File: src/rtl/konami_audio_pkg.sv
// Shared types and helpers for the Konami audio mixer: FSM states,
// accumulator sizing, gain decode/shift and the output clamp.
package konami_audio_pkg;

    typedef enum logic [1:0] {
        IDLE  = 2'd0,
        ACCUM = 2'd1,
        OUT   = 2'd2
    } mix_state_t;

    // Working widths for the helpers; large enough for IN_W up to 32.
    localparam int SCALE_W = 40;
    localparam int SAT_W   = 48;

    localparam logic signed [SAT_W-1:0] SAT_ONE = SAT_W'(1);

    typedef struct packed {
        logic signed [31:0] value;
        logic               clip;
    } sat_t;

    // Sign bit, up to 7 bits of gain headroom, and log2(CHANNELS) bits of sum growth.
    function automatic int acc_width(input int in_w, input int channels);
        return in_w + 1 + 7 + $clog2(channels);
    endfunction

    // Gain code -8..7: non-negative shifts left, negative shifts right arithmetically.
    function automatic logic signed [SCALE_W-1:0] gain_scale(
        input logic signed [SCALE_W-1:0] x,
        input logic signed [3:0]         g
    );
        logic [3:0] mag;
        mag = ~g + 4'd1;
        if (!g[3]) begin
            return x <<< g[2:0];
        end
        return x >>> mag;
    endfunction

    function automatic sat_t saturate(
        input logic signed [SAT_W-1:0] v,
        input int                      out_w
    );
        logic signed [SAT_W-1:0] hi;
        logic signed [SAT_W-1:0] lo;
        sat_t r;
        hi = (SAT_ONE <<< (out_w - 1)) - SAT_ONE;
        lo = ~hi;
        if (v > hi) begin
            r.value = hi[31:0];
            r.clip  = 1'b1;
        end else if (v < lo) begin
            r.value = lo[31:0];
            r.clip  = 1'b1;
        end else begin
            r.value = v[31:0];
            r.clip  = 1'b0;
        end
        return r;
    endfunction

endpackage

File: src/rtl/konami_audio_mixer_if.sv
// Sample-strobe, channel-input and mixed-output bundle of the Konami audio mixer.
// The driver of samples uses master; the mixer uses slave.
interface konami_audio_mixer_if #(
    parameter int CHANNELS = 4,
    parameter int IN_W     = 16,
    parameter int OUT_W    = 16
);
    logic                       sample_cen;
    logic [CHANNELS*IN_W-1:0]   ch_in;
    logic [CHANNELS*4-1:0]      ch_gain;
    logic [CHANNELS-1:0]        ch_invert;
    logic [CHANNELS-1:0]        ch_enable;
    logic                       pause;
    logic signed [OUT_W-1:0]    sound;
    logic                       sample_valid;
    logic                       clip;
    logic                       overrun;

    modport master (
        output sample_cen, ch_in, ch_gain, ch_invert, ch_enable, pause,
        input  sound, sample_valid, clip, overrun
    );

    modport slave (
        input  sample_cen, ch_in, ch_gain, ch_invert, ch_enable, pause,
        output sound, sample_valid, clip, overrun
    );
endinterface

File: src/rtl/konami_mix_term.sv
// Combinational per-channel term: optional negation, enable gating and gain shift,
// sign-extended to the accumulator width.
import konami_audio_pkg::*;

module konami_mix_term #(
    parameter int IN_W  = 16,
    parameter int ACC_W = 26
) (
    input  logic signed [IN_W-1:0]  x,
    input  logic signed [3:0]       gain,
    input  logic                    invert,
    input  logic                    enable,
    output logic signed [ACC_W-1:0] term
);
    logic signed [IN_W:0] x_ext;
    logic signed [IN_W:0] x_sel;

    // One extra bit so that negating the most-negative sample stays exact.
    always_comb begin
        x_ext = {x[IN_W-1], x};
        x_sel = invert ? -x_ext : x_ext;
        term  = '0;
        if (enable) begin
            term = ACC_W'(gain_scale({{(SCALE_W-IN_W-1){x_sel[IN_W]}}, x_sel}, gain));
        end
    end

endmodule

File: src/rtl/konami_audio_mixer.sv
// Time-multiplexed Konami sound mixer: one adder walks the snapshotted channels, then
// the sum is shifted, saturated, muted and registered. KONAMI_MIXER_SOFT_MUTE_EN selects a ramped mute.
import konami_audio_pkg::*;

module konami_audio_mixer #(
    parameter int CHANNELS  = 4,
    parameter int IN_W      = 16,
    parameter int OUT_W     = 16,
    parameter int OUT_SHIFT = 0
) (
    input  logic               clk_49m,
    input  logic               reset,
    konami_audio_mixer_if.slave mix
);
    localparam int ACC_W = acc_width(IN_W, CHANNELS);
    localparam int IDX_W = (CHANNELS > 1) ? $clog2(CHANNELS) : 1;
    localparam logic [IDX_W-1:0] LAST_IDX = IDX_W'(CHANNELS - 1);

    mix_state_t state_reg, state_next;

    logic [CHANNELS*IN_W-1:0] in_reg;
    logic [CHANNELS*4-1:0]    gain_reg;
    logic [CHANNELS-1:0]      inv_reg;
    logic [CHANNELS-1:0]      en_reg;
    logic                     pause_reg;
    logic                     snap;

    logic [IDX_W-1:0]         idx_reg, idx_next;
    logic signed [ACC_W-1:0]  acc_reg, acc_next;
    logic signed [OUT_W-1:0]  sound_reg, sound_next;
    logic                     valid_reg, valid_next;
    logic                     clip_reg, clip_next;
    logic                     overrun_reg, overrun_next;

    logic signed [IN_W-1:0]   in_arr   [CHANNELS];
    logic signed [3:0]        gain_arr [CHANNELS];
    logic signed [ACC_W-1:0]  term;
    logic signed [ACC_W-1:0]  shifted;
    logic signed [OUT_W-1:0]  sat_val;
    logic                     sat_clip;
    logic signed [OUT_W-1:0]  muted;

    genvar gi;
    generate
        for (gi = 0; gi < CHANNELS; gi++) begin : g_unpack
            assign in_arr[gi]   = in_reg[gi*IN_W +: IN_W];
            assign gain_arr[gi] = gain_reg[gi*4 +: 4];
        end
    endgenerate

    konami_mix_term #(
        .IN_W  (IN_W),
        .ACC_W (ACC_W)
    ) u_term (
        .x      (in_arr[idx_reg]),
        .gain   (gain_arr[idx_reg]),
        .invert (inv_reg[idx_reg]),
        .enable (en_reg[idx_reg]),
        .term   (term)
    );

    assign shifted = acc_reg >>> OUT_SHIFT;

    always_comb begin
        sat_t r;
        r        = saturate({{(SAT_W-ACC_W){shifted[ACC_W-1]}}, shifted}, OUT_W);
        sat_val  = OUT_W'(r.value);
        sat_clip = r.clip;
    end

`ifdef KONAMI_MIXER_SOFT_MUTE_EN
    logic [3:0] level_reg, level_step;

    // The level moves one step per output sample; the new level applies to that sample.
    always_comb begin
        level_step = level_reg;
        if (pause_reg) begin
            if (level_reg != 4'd15) level_step = level_reg + 4'd1;
        end else begin
            if (level_reg != 4'd0) level_step = level_reg - 4'd1;
        end
        muted = (level_step == 4'd15) ? '0 : (sat_val >>> level_step);
    end

    always_ff @(posedge clk_49m) begin
        if (reset) begin
            level_reg <= 4'd0;
        end else if (state_reg == OUT) begin
            level_reg <= level_step;
        end
    end
`else
    always_comb begin
        muted = pause_reg ? '0 : sat_val;
    end
`endif

    always_comb begin
        state_next   = state_reg;
        idx_next     = idx_reg;
        acc_next     = acc_reg;
        sound_next   = sound_reg;
        valid_next   = 1'b0;
        clip_next    = clip_reg;
        overrun_next = overrun_reg | (mix.sample_cen && (state_reg != IDLE));
        snap         = 1'b0;
        unique case (state_reg)
            IDLE: begin
                if (mix.sample_cen) begin
                    snap       = 1'b1;
                    acc_next   = '0;
                    idx_next   = '0;
                    state_next = ACCUM;
                end
            end
            ACCUM: begin
                acc_next = acc_reg + term;
                idx_next = idx_reg + IDX_W'(1);
                if (idx_reg == LAST_IDX) state_next = OUT;
            end
            OUT: begin
                sound_next = muted;
                valid_next = 1'b1;
                clip_next  = clip_reg | sat_clip;
                state_next = IDLE;
            end
            default: state_next = IDLE;
        endcase
    end

    always_ff @(posedge clk_49m) begin
        if (reset) begin
            state_reg   <= IDLE;
            idx_reg     <= '0;
            acc_reg     <= '0;
            sound_reg   <= '0;
            valid_reg   <= 1'b0;
            clip_reg    <= 1'b0;
            overrun_reg <= 1'b0;
        end else begin
            state_reg   <= state_next;
            idx_reg     <= idx_next;
            acc_reg     <= acc_next;
            sound_reg   <= sound_next;
            valid_reg   <= valid_next;
            clip_reg    <= clip_next;
            overrun_reg <= overrun_next;
        end
    end

    // Snapshot keeps the in-flight sample independent of later input changes.
    always_ff @(posedge clk_49m) begin
        if (reset) begin
            in_reg    <= '0;
            gain_reg  <= '0;
            inv_reg   <= '0;
            en_reg    <= '0;
            pause_reg <= 1'b0;
        end else if (snap) begin
            in_reg    <= mix.ch_in;
            gain_reg  <= mix.ch_gain;
            inv_reg   <= mix.ch_invert;
            en_reg    <= mix.ch_enable;
            pause_reg <= mix.pause;
        end
    end

    assign mix.sound        = sound_reg;
    assign mix.sample_valid = valid_reg;
    assign mix.clip         = clip_reg;
    assign mix.overrun      = overrun_reg;

endmodule

File: src/flat_wrapper.sv
// flat-port wrapper written by rule: the top's interface ports become plain ports
module konami_audio_mixer_flat 
#(
    parameter int CHANNELS  = 4,
    parameter int IN_W      = 16,
    parameter int OUT_W     = 16,
    parameter int OUT_SHIFT = 0
)
  (clk_49m, reset, mix_sample_cen, mix_ch_in, mix_ch_gain, mix_ch_invert, mix_ch_enable, mix_pause, mix_sound, mix_sample_valid, mix_clip, mix_overrun);
  konami_audio_mixer_if #(.CHANNELS(CHANNELS), .IN_W(IN_W), .OUT_W(OUT_W)) mix_i ();
  input  logic clk_49m;
  input  logic reset;
  input wire logic [$bits(mix_i.sample_cen)-1:0] mix_sample_cen;
  input wire logic [$bits(mix_i.ch_in)-1:0] mix_ch_in;
  input wire logic [$bits(mix_i.ch_gain)-1:0] mix_ch_gain;
  input wire logic [$bits(mix_i.ch_invert)-1:0] mix_ch_invert;
  input wire logic [$bits(mix_i.ch_enable)-1:0] mix_ch_enable;
  input wire logic [$bits(mix_i.pause)-1:0] mix_pause;
  output wire logic [$bits(mix_i.sound)-1:0] mix_sound;
  output wire logic [$bits(mix_i.sample_valid)-1:0] mix_sample_valid;
  output wire logic [$bits(mix_i.clip)-1:0] mix_clip;
  output wire logic [$bits(mix_i.overrun)-1:0] mix_overrun;
  assign mix_i.sample_cen = mix_sample_cen;
  assign mix_i.ch_in = mix_ch_in;
  assign mix_i.ch_gain = mix_ch_gain;
  assign mix_i.ch_invert = mix_ch_invert;
  assign mix_i.ch_enable = mix_ch_enable;
  assign mix_i.pause = mix_pause;
  assign mix_sound = mix_i.sound;
  assign mix_sample_valid = mix_i.sample_valid;
  assign mix_clip = mix_i.clip;
  assign mix_overrun = mix_i.overrun;
  konami_audio_mixer #(.CHANNELS(CHANNELS), .IN_W(IN_W), .OUT_W(OUT_W), .OUT_SHIFT(OUT_SHIFT)) u_core (.clk_49m(clk_49m), .reset(reset), .mix(mix_i));
endmodule
File: config.mk
export PLATFORM = sky130hd
export DESIGN_NAME = konami_audio_mixer_flat
export DESIGN_NICKNAME = d
export VERILOG_FILES = /design/src/rtl/konami_audio_pkg.sv /design/src/rtl/konami_audio_mixer_if.sv /design/src/rtl/konami_mix_term.sv /design/src/rtl/konami_audio_mixer.sv /design/src/flat_wrapper.sv
export SDC_FILE = /design/constraint.sdc
export NUM_CORES = 1
export LEC_CHECK = 0
export ABC_CLOCK_PERIOD_IN_PS = 11600
export BUFFER_PORTS_ARGS = -buffer_cell sky130_fd_sc_hd__buf_2
export CAP_MARGIN = 20
export CORE_ASPECT_RATIO = 0.8
export CORE_MARGIN = 8
export CORE_UTILIZATION = 40
export CTS_BUF_LIST = sky130_fd_sc_hd__clkbuf_4
export CTS_CLUSTER_DIAMETER = 40
export DETAILED_ROUTE_END_ITERATION = 8
export MAX_ROUTING_LAYER = met4
export SLEW_MARGIN = 15
export SYNTH_ARGS = -nofsm -noshare
export SYNTH_HDL_FRONTEND = slang
export SYNTH_SLANG_ARGS = --single-unit
File: constraint.sdc
create_clock -name clk_49m -period 11.6 [get_ports clk_49m]
set_clock_uncertainty 0.2 [all_clocks]
set_input_delay 0 -clock clk_49m [delete_from_list [all_inputs] [get_ports clk_49m]]
set_output_delay 0 -clock clk_49m [all_outputs]
set_load 0.02 [all_outputs]
Word-level counts from Yosys, hierarchy flattened:

Cells that the tools add are included.

* $lt $le $gt $ge: 4
* bitwise gates (word level): 4
* shift-type cells: 2
* multiplexer cells: 29
* equality and inequality tests: 5
* add/subtract/negate cells: 4
* reductions and logical operators: 6

Operators by type and width (number)
* 26-bit two-way mux: 4
* 26-bit one-hot mux with 2 select lines: 1
* 17-bit two-way mux: 3
* 16-bit two-way mux: 3
* 16-bit binary-select mux with 2-bit select: 1
* 26-bit adder: 1
* 26-bit by 16-bit greater-than comparator with 1-bit output, second input constant: 1
* 26-bit by 16-bit less-than comparator with 1-bit output, second input constant: 1
* 17-bit by 3-bit <<< shifter with 26-bit output: 1
* 17-bit by 4-bit >>> shifter with 26-bit output: 1
* 16-bit negation with 17-bit output: 1
* 4-bit binary-select mux with 2-bit select: 1
* 4-bit two-way mux: 2
* 2-bit one-hot mux with 2 select lines: 2
* 1-bit two-way mux: 7
* 2-bit two-way mux: 3
* 4-bit by 1-bit adder with 4-bit output, second input constant: 1
* 1-bit binary-select mux with 2-bit select: 2
* 2-bit equality test, second input constant: 2
* 4-bit inverter: 1
* 2-bit AND reduction: 2
* 2-bit nonzero test: 2
* 3-bit >= comparator, second input constant: 1
* 2-bit by 3-bit less-than comparator with 1-bit output, second input constant: 1
* other kinds (8): 9

* input port bits: 92
* output and inout port bits: 19
* register bits: 138

Depth between registers and ports, before layout:

Gate-level depths: netlist of the first run.

* word-level depth: 12
* gate-level depth with buffers: 26
* gate-level depth less buffers: 21

By module:

A second synthesis of the first run with hierarchy kept.

* cells, all modules: 1171
* area total of the unflattened synthesis: 8962.3 um^2

Modules (own cells, without submodules)
* konami_audio_mixer: instances 1, cells each 804, sequential area each 2762.6 um^2, area each 6628.9 um^2
* konami_mix_term: instances 1, cells each 367, sequential area each 0.0 um^2, area each 2333.5 um^2

Worst setup path after synthesis of the first run:

OpenSTA, ideal clock, no wires.

* path type: reg-to-reg
* start point: register u_core.idx_reg[0]
* end point: register u_core.acc_reg[20]
* path slack: 5.483 ns
* data required time: 11.326 ns
* data arrival time: 5.842 ns
* stages on the path, launching flop included: 24
* setup time: 0.074 ns
* path buffers: 6
* cell sequence: dfxtp_1 buf_6 buf_12 buf_4 mux4_2 buf_2 clkinv_1 buf_2 buf_2 ha_1 xor2_1 mux4_2 a211oi_2 ha_1 inv_1 fa_1 nor2b_1 o21ai_0 a211oi_1 o31ai_1 o21ai_0 a21boi_0 xor2_1 o21ai_0

* cells in the longest elaborated chain, start to end: 12
* elaborated cells on any way between the ends: 24
* those cells by class: 3 x add/sub; 2 x shift; 17 x mux; 2 x bitwise

RTL lines
* start: declaration: line konami_audio_mixer.sv:28 `logic [IDX_W-1:0] idx_reg, idx_next;`
* start signal: assignment: line konami_audio_mixer.sv:142 `idx_reg <= idx_next;`
* 2-bit inverter with 3-bit output (implied by the code): line konami_audio_mixer.sv:55, konami_audio_mixer.sv:56
* 16-bit binary-select mux with 2-bit select: line konami_audio_mixer.sv:55 `.x (in_arr[idx_reg]),`
* 16-bit two-way mux (implied by the code) (2 in a row): line konami_audio_mixer.sv:55
* 16-bit negation with 17-bit output: line konami_mix_term.sv:21 `x_sel = invert ? -x_ext : x_ext;`
* 17-bit two-way mux: line konami_mix_term.sv:21
* 17-bit by 3-bit <<< shifter with 26-bit output: line konami_audio_pkg.sv:35 `return x <<< g[2:0];`
* 26-bit two-way mux: line konami_audio_pkg.sv:34 `if (!g[3]) begin`
* 26-bit two-way mux: line konami_audio_pkg.sv:37 `return x >>> mag;`
* 26-bit two-way mux (*): line konami_mix_term.sv:23 `if (enable) begin`
* 26-bit adder (*): line konami_audio_mixer.sv:117 `acc_next = acc_reg + term;`
* 26-bit one-hot mux with 2 select lines (*): line konami_audio_mixer.sv:107 `unique case (state_reg)`
* end signal: assignment: line konami_audio_mixer.sv:143 `acc_reg <= acc_next;`
* end: declaration: line konami_audio_mixer.sv:29 `logic signed [ACC_W-1:0] acc_reg, acc_next;`

Every way passes the cells marked *; elsewhere a longest branch is shown, timed or not. The select of a mux whose other input is x is not followed.
A chain may end at the register's enable or synchronous reset.

Worst setup path after layout of the first run:

Ends and elaborated chain as after synthesis.

==> results of run 1 <==
[placed cells by master, fill, tap and decap left out, drive strengths merged, types with 6 or more instances in the layout]
cell / Yosys / layout
mux2: 18 / 18
o21ai: 50 / 50
a211oi: 22 / 22
dfxtp: 138 / 138
o221ai: 8 / 8
and2: 9 / 9
inv: 16 / 20
or3: 8 / 8
clkinv: 1 / 7
nor4: 6 / 6
dlygate4sd3: 0 / 203
nor3b: 10 / 10
nor2: 68 / 68
a21o: 10 / 10
xnor2: 17 / 17
clkbuf: 66 / 18
nand3: 36 / 36
a21oi: 162 / 162
o31ai: 7 / 7
nand2b: 13 / 13
nor3: 19 / 19
o21a: 7 / 7
buf: 17 / 127
nand4: 9 / 9
nor2b: 12 / 12
mux2i: 26 / 26
a31oi: 20 / 20
nand2: 257 / 257
mux4: 23 / 23
ha: 28 / 28
o211ai: 7 / 7
xor2: 7 / 7
[worst paths after layout]
check                                         start                  end  slack, ns  depth (start not counted)
worst max-delay path              u_core.idx_reg[0]   u_core.acc_reg[20]       4.08                         21
worst min-delay path               mix_ch_enable[3]     u_core.en_reg[3]       0.07                          4
worst min register to register  u_core.mix.sound[9]  u_core.mix.sound[9]       0.26                          2
worst max register to register    u_core.idx_reg[0]   u_core.acc_reg[20]       4.08                         21
[per-stage QoR]
step                instances  setup slack (ns)  power (W)  hold WS [ns]  area [um2]
finish                   1772              4.08    0.00132        0.0695       12200
global route             1772              3.28    0.00138        0.0714       12200
CTS                      1768              4.08    0.00131       0.00421       12200
detailed placement       1533              4.15   0.000888        0.0466        9860
global placement         1533              4.38   0.000889        0.0464        9860
floorplan                1183              5.48   0.000785       -0.0640        9140
[timing repair]
item                                    in CTS  in global routing
endpoints found under the hold margin      114                  0
endpoints found under the setup margin       0                  0
hold buffers                               203                  0
[cell families after synthesis]
group                      count (synthesis)
AOI/OAI and AO/OA                        354
and+or+nand+nor                          471
muxes                                     67
buffers and inverters                    100
DFF                                      138
xor gates and xnor gates                  24
adders and majority gates                 29
[power groups by stage]
| stage | registers (W) | clock network, W | logic (W) |
|---|---|---|---|
| final | 0.000512 | 0.000373 | 0.000436 |
| after global routing | 0.000515 | 0.000400 | 0.000469 |
| after CTS | 0.000511 | 0.000379 | 0.000420 |
| after detailed placement | 0.000522 | 0 | 0.000366 |
| after global placement | 0.000521 | 0 | 0.000368 |
| after floorplan | 0.000515 | 0 | 0.000270 |
[final cells by class]
cell class | instances | share of cell area
clock inverters | 14 | 0.0154
repair buffers | 330 | 0.222
flip-flops and latches | 138 | 0.226
diodes | 4 | 0.000819
clock buffers | 18 | 0.0111
well taps | 306 | 0.0313
inverters | 17 | 0.00522
multi-input cells | 945 | 0.488
[routing by layer]
metal / up-vias / global-route usage / wire length, um
li1: 4838 / - / -
met1: 4855 / 0.333 / 15900
met2: 347 / 0.360 / 14900
met3: 60 / 0.0393 / 1870
met4: 0 / 0.0759 / 779
met5: - / - / 0
[critical path: stages, from the launching register on]
cell	delay, ns
dfxtp_2	0.63
buf_4	0.40
mux4_2	0.67
inv_1	0.14
ha_1	0.24
nor2b_1	0.68
a41oi_1	0.25
xnor2_1	0.24
mux2_2	0.33
mux4_2	0.52
a211oi_2	0.25
ha_1	0.22
inv_1	0.06
fa_1	0.37
nor2b_1	0.16
o21ai_0	0.15
a211oi_1	0.47
o31ai_1	0.25
o21ai_0	0.64
a21boi_0	0.23
xor2_1	0.18
o21ai_0	0.14
==> impl_metrics.ini, run 1 <==
[setup_path]
crit_path_start_kind = register
path_class = register to register
cp.required_ns = 11.90
arrival_ns = 7.82
crit_path_end_kind = register
crit_path_max_fanout = 18

[logic_synthesis]
synth_compound_area_frac = 0.241
synth_cell_types = 83
syn_area_per_cell_um2 = 7.72
synth.largest_area_cell = dfxtp_1
synthAdderAreaFrac = 0.0405
synth_commonest_cells = 257 x nand2_1, 162 x a21oi_1, 138 x dfxtp_1
seq_area_frac_synth = 0.302
ys_warn_count = 0
synth_top_area_frac = 0.302
synth-simple-area-share = 0.237
ys_top_cells_by_area = dfxtp_1 30%, nand2_1 11%, a21oi_1 8.9%, mux4_2 4.7%, ha_1 3.8%
synth_nets = 1304
synth_xor_area_frac = 0.0238
synth_top_family_by_area = compound AO/OA/AOI/OAI gates
muxShareOfSynthArea = 0.109
yosysMostFrequentCell = nand2_1
synth_edf_count = 0
synth_top_flop_cell = dfxtp_1
synthArstFlopShare = 0
synthCells = 1183
ys_ff_latch = 138
syn_area_um2 = 9140

[power_and_ir_drop]
p_sw_frac = 0.368
powerDensity_nw_per_um2 = 108
internal_power_w = 0.000835
clock_power_share = 0.282
peakVddDrop_mv = 0.0499
power.switching_w = 0.000486
p_leak_nw = 4.82
p_seq_frac = 0.388
combPwrFrac = 0.330

[clocking]
cts-root-buf = clkbuf_4
numCtsBuffers = 17
path_clk_slew_ns = 0.13
cts_setup_buffers = 0
cts_tree = yes
htreeDepth = 4
clockBufferDepth = 2
clock-sinks = 138
clkLatencyLatePin_ns = 0.58
ctsResizeCount = 0

[floorplanning]
ios = 111
dieArea_um2 = 28000
core_um2 = 22400
initial_utilization = 0.407
rows = 49
die_x_um = 185
die_h_um = 151

[drt]
via_per_inst = 5.70
routedWlPerCell_um = 18.8
drc = 0
first_pass_iters = 5
initialDrtViolationCount = 1049
routed_wl_mm = 33.4
vias = 10100
antenna_left = 0

[timing]
finalSetupViolCount = 0
rsz0062_at_grt = no
fin_tns_setup_ns = 0
finalHoldViolations = 0
max_freq_mhz = 133
worst_slew_pin_slew_ns = 1.04
min_period_ns = 7.52
fin_crit_sh = 0.648
relSlewSlack = 0.302
slew_violations = 0

[global_route]
grt_max_degree = 92
overflow = 0
grt.total_usage = 0.242
grt_antenna_before_repair = 4
grt_pass1_wl_mm = 52.5
grt_pass1_vias = 9558

[outcome]
status = complete, no violations

[place]
io_buffers = 110
dp_hpwl_mm = 21.2
gp_congestion = 0.961

[finish]
largest_reg_flops = 64
fillers = 1983
multi_input_area_um2 = 5970
areaGrowthSynthToFinish_pct = 33.8
drive_above_1_share = 0.150
seqCellArea_um2 = 2760
nets = 1570
fin_util = 0.545

[run]
cap_violations = 0

[min_path]
hold_path_class = primary input to register
Power figures use the tool's default switching activity.
==> run 2: changes to the inputs <==
--- a/config.mk
+++ b/config.mk
@@ -5,7 +5,8 @@
 export SDC_FILE = /design/constraint.sdc
 export NUM_CORES = 1
 export LEC_CHECK = 0
-export ABC_CLOCK_PERIOD_IN_PS = 11600
+export ABC_AREA = 1
+export ABC_CLOCK_PERIOD_IN_PS = 6900
 export BUFFER_PORTS_ARGS = -buffer_cell sky130_fd_sc_hd__buf_2
 export CAP_MARGIN = 20
 export CORE_ASPECT_RATIO = 0.8
==> constraint.sdc (replaced) <==
create_clock -name clk_49m -period 6.9 [get_ports clk_49m]
set_clock_uncertainty 0.2 [all_clocks]
set_input_delay 0 -clock clk_49m [delete_from_list [all_inputs] [get_ports clk_49m]]
set_output_delay 0 -clock clk_49m [all_outputs]
set_load 0.02 [all_outputs]
==> impl_metrics.ini, run 2 <==
[outcome]
status = complete, no violations

[run]
cap_violations = 0

[logic_synthesis]
synth_cell_types = 50
synth.largest_area_cell = dfxtp_1
ys_top_cells_by_area = dfxtp_1 31%, nand2_1 17%, nor2_1 9.2%, nand3_1 8.9%, o21ai_0 7.3%
synthCells = 1462
yosysMostFrequentCell = nand2_1
ys_ff_latch = 138
seq_area_frac_synth = 0.307
syn_area_per_cell_um2 = 6.16
synthArstFlopShare = 0
syn_area_um2 = 9010
synth_top_flop_cell = dfxtp_1
synth_commonest_cells = 415 x nand2_1, 220 x nor2_1, 161 x nand3_1
synth_top_area_frac = 0.307
ys_warn_count = 0
synth_nets = 1583
synth_edf_count = 0

[global_route]
grt_pass1_wl_mm = 49.4
overflow = 0
grt.total_usage = 0.228
grt_pass1_vias = 9397
grt_max_degree = 98
grt_antenna_before_repair = 0

[timing]
worst_slew_pin_slew_ns = 1.07
min_period_ns = 5.75
max_freq_mhz = 174
hold_ws_ns = 0.0137
finalHoldViolations = 0
rsz0062_at_grt = no
fin_tns_setup_ns = 0
relSlewSlack = 0.286
slew_violations = 0
fin_crit_sh = 0.833
finalSetupViolCount = 0

[clocking]
htreeDepth = 4
cts-root-buf = clkbuf_4
numCtsBuffers = 17
clockBufferDepth = 2
clkLatencyLatePin_ns = 0.58
clock-sinks = 138
cts_tree = yes
path_clk_slew_ns = 0.17

[floorplanning]
die_h_um = 150
rows = 49
die_x_um = 184
core_um2 = 22300
initial_utilization = 0.404
ios = 111
dieArea_um2 = 27600

[place]
gp_congestion = 0.930
io_buffers = 110
dp_hpwl_mm = 22.1
placed_area_um2 = 9640

[min_path]
whs_path_depth = 4
min_from = mix_ch_in[44]
hold_path_end = u_core.in_reg[44]
hold_path_class = primary input to register

[finish]
final_cell_mix = 414 x nand2_1, 220 x nor2_1, 161 x nand3_1, 138 x dfxtp_1, 131 x o21ai_0
areaGrowthSynthToFinish_pct = 21.4
fin_area_um2 = 10900
seqCellArea_um2 = 2760
layout_commonest_cell = nand2_1
largest_reg_flops = 64
n_antenna_cell = 0
fillers = 2337
drive_above_1_share = 0.122
multi_input_area_um2 = 5590
nets = 1746

[setup_path]
cp.required_ns = 7.10
arrival_ns = 5.95
cp_slowest_stage_delay_ns = 0.69
path_class = register to register
r2r_slack_ns = 1.15
cp_slowest_cell = ha_1
reg2regPathDepth = 25
reg2reg_to = u_core.acc_reg[14]
crit_path_end_kind = register
r2r-start = u_core.idx_reg[0]
crit_path_max_fanout = 48
crit_path_start_kind = register

[drt]
drc = 0
antenna_left = 0
vias = 10100
routedWlPerCell_um = 15.8
routed_wl_mm = 30.7
initialDrtViolationCount = 851
first_pass_iters = 6
via_per_inst = 5.22

[power_and_ir_drop]
powerDensity_nw_per_um2 = 242
peakVddDrop_mv = 0.155
p_leak_nw = 5.08
==> run 2: repair_timing <==
item                                   CTS  global route
setup buffers                            0             0
hold buffers                            99             1
resized for setup                        0             0
endpoints found under the hold margin  136             1
==> run 2: metal layers <==
layer | wire [um] | part of all wire | GRT usage
met3 | 1800 | 0.059 | 0.0342
met4 | 321 | 0.010 | 0.0386
met5 | 0 | 0 | -
met2 | 12800 | 0.42 | 0.329
met1 | 15700 | 0.51 | 0.334
==> run 2: power breakdown <==
group,switching [W],total [W],internal (W)
registers,0.0000449,0.000902,0.000857
logic,0.000784,0.00117,0.000385
clock network,0.000381,0.000575,0.000194
total,0.00121,0.00265,0.00144
==> run 2: kinds of logic after synthesis <==
logic type	after synthesis	synth area share
flops	138	0.307
compound gates	298	0.182
buf+inv	152	0.0756
simple gates	842	0.390
xor+xnor	3	0.00500
fa+ha+maj	29	0.0411
==> run 2: how the worst max path moves through the flow <==
stage                    endpoint  cells past startpoint  slack, ns               from
6_report       u_core.acc_reg[14]                     25       1.15  u_core.idx_reg[0]
3_5_place_dp   u_core.acc_reg[18]                     26       1.28  u_core.idx_reg[0]
2_1_floorplan  u_core.acc_reg[14]                     29       2.61  u_core.idx_reg[0]
4_1_cts        u_core.acc_reg[14]                     25       1.23  u_core.idx_reg[0]
3_3_place_gp   u_core.acc_reg[18]                     26       1.43  u_core.idx_reg[0]
5_1_grt        u_core.acc_reg[18]                     26       0.59  u_core.idx_reg[0]
==> run 2: area by class of cell <==
class                   count  area share
multi-input cells        1172       0.511
flip-flops and latches    138       0.253
repair buffers            218       0.147
well taps                 306      0.0350
inverters                  78      0.0277
clock inverters            15      0.0146
clock buffers              17      0.0117
==> run 2: through the flow <==
step	setup slack [ns]	power [W]	util	std cells
2_1_floorplan	2.61	0.00174	-	1462
6_report	1.15	0.00265	0.490	1944
5_1_grt	0.593	0.00284	0.490	1944
3_5_place_dp	1.28	0.00201	0.432	1812
4_1_cts	1.23	0.00263	0.489	1943
3_3_place_gp	1.43	0.00202	0.432	1812
==> run 2: critical path, delay by kind of cell (launching register included) <==
kind            cells  cell delay [ns]
buf+inv             6             1.36
simple gates       11             1.34
fa+ha+maj           3             1.27
compound gates      5             1.00
flops               1             0.39
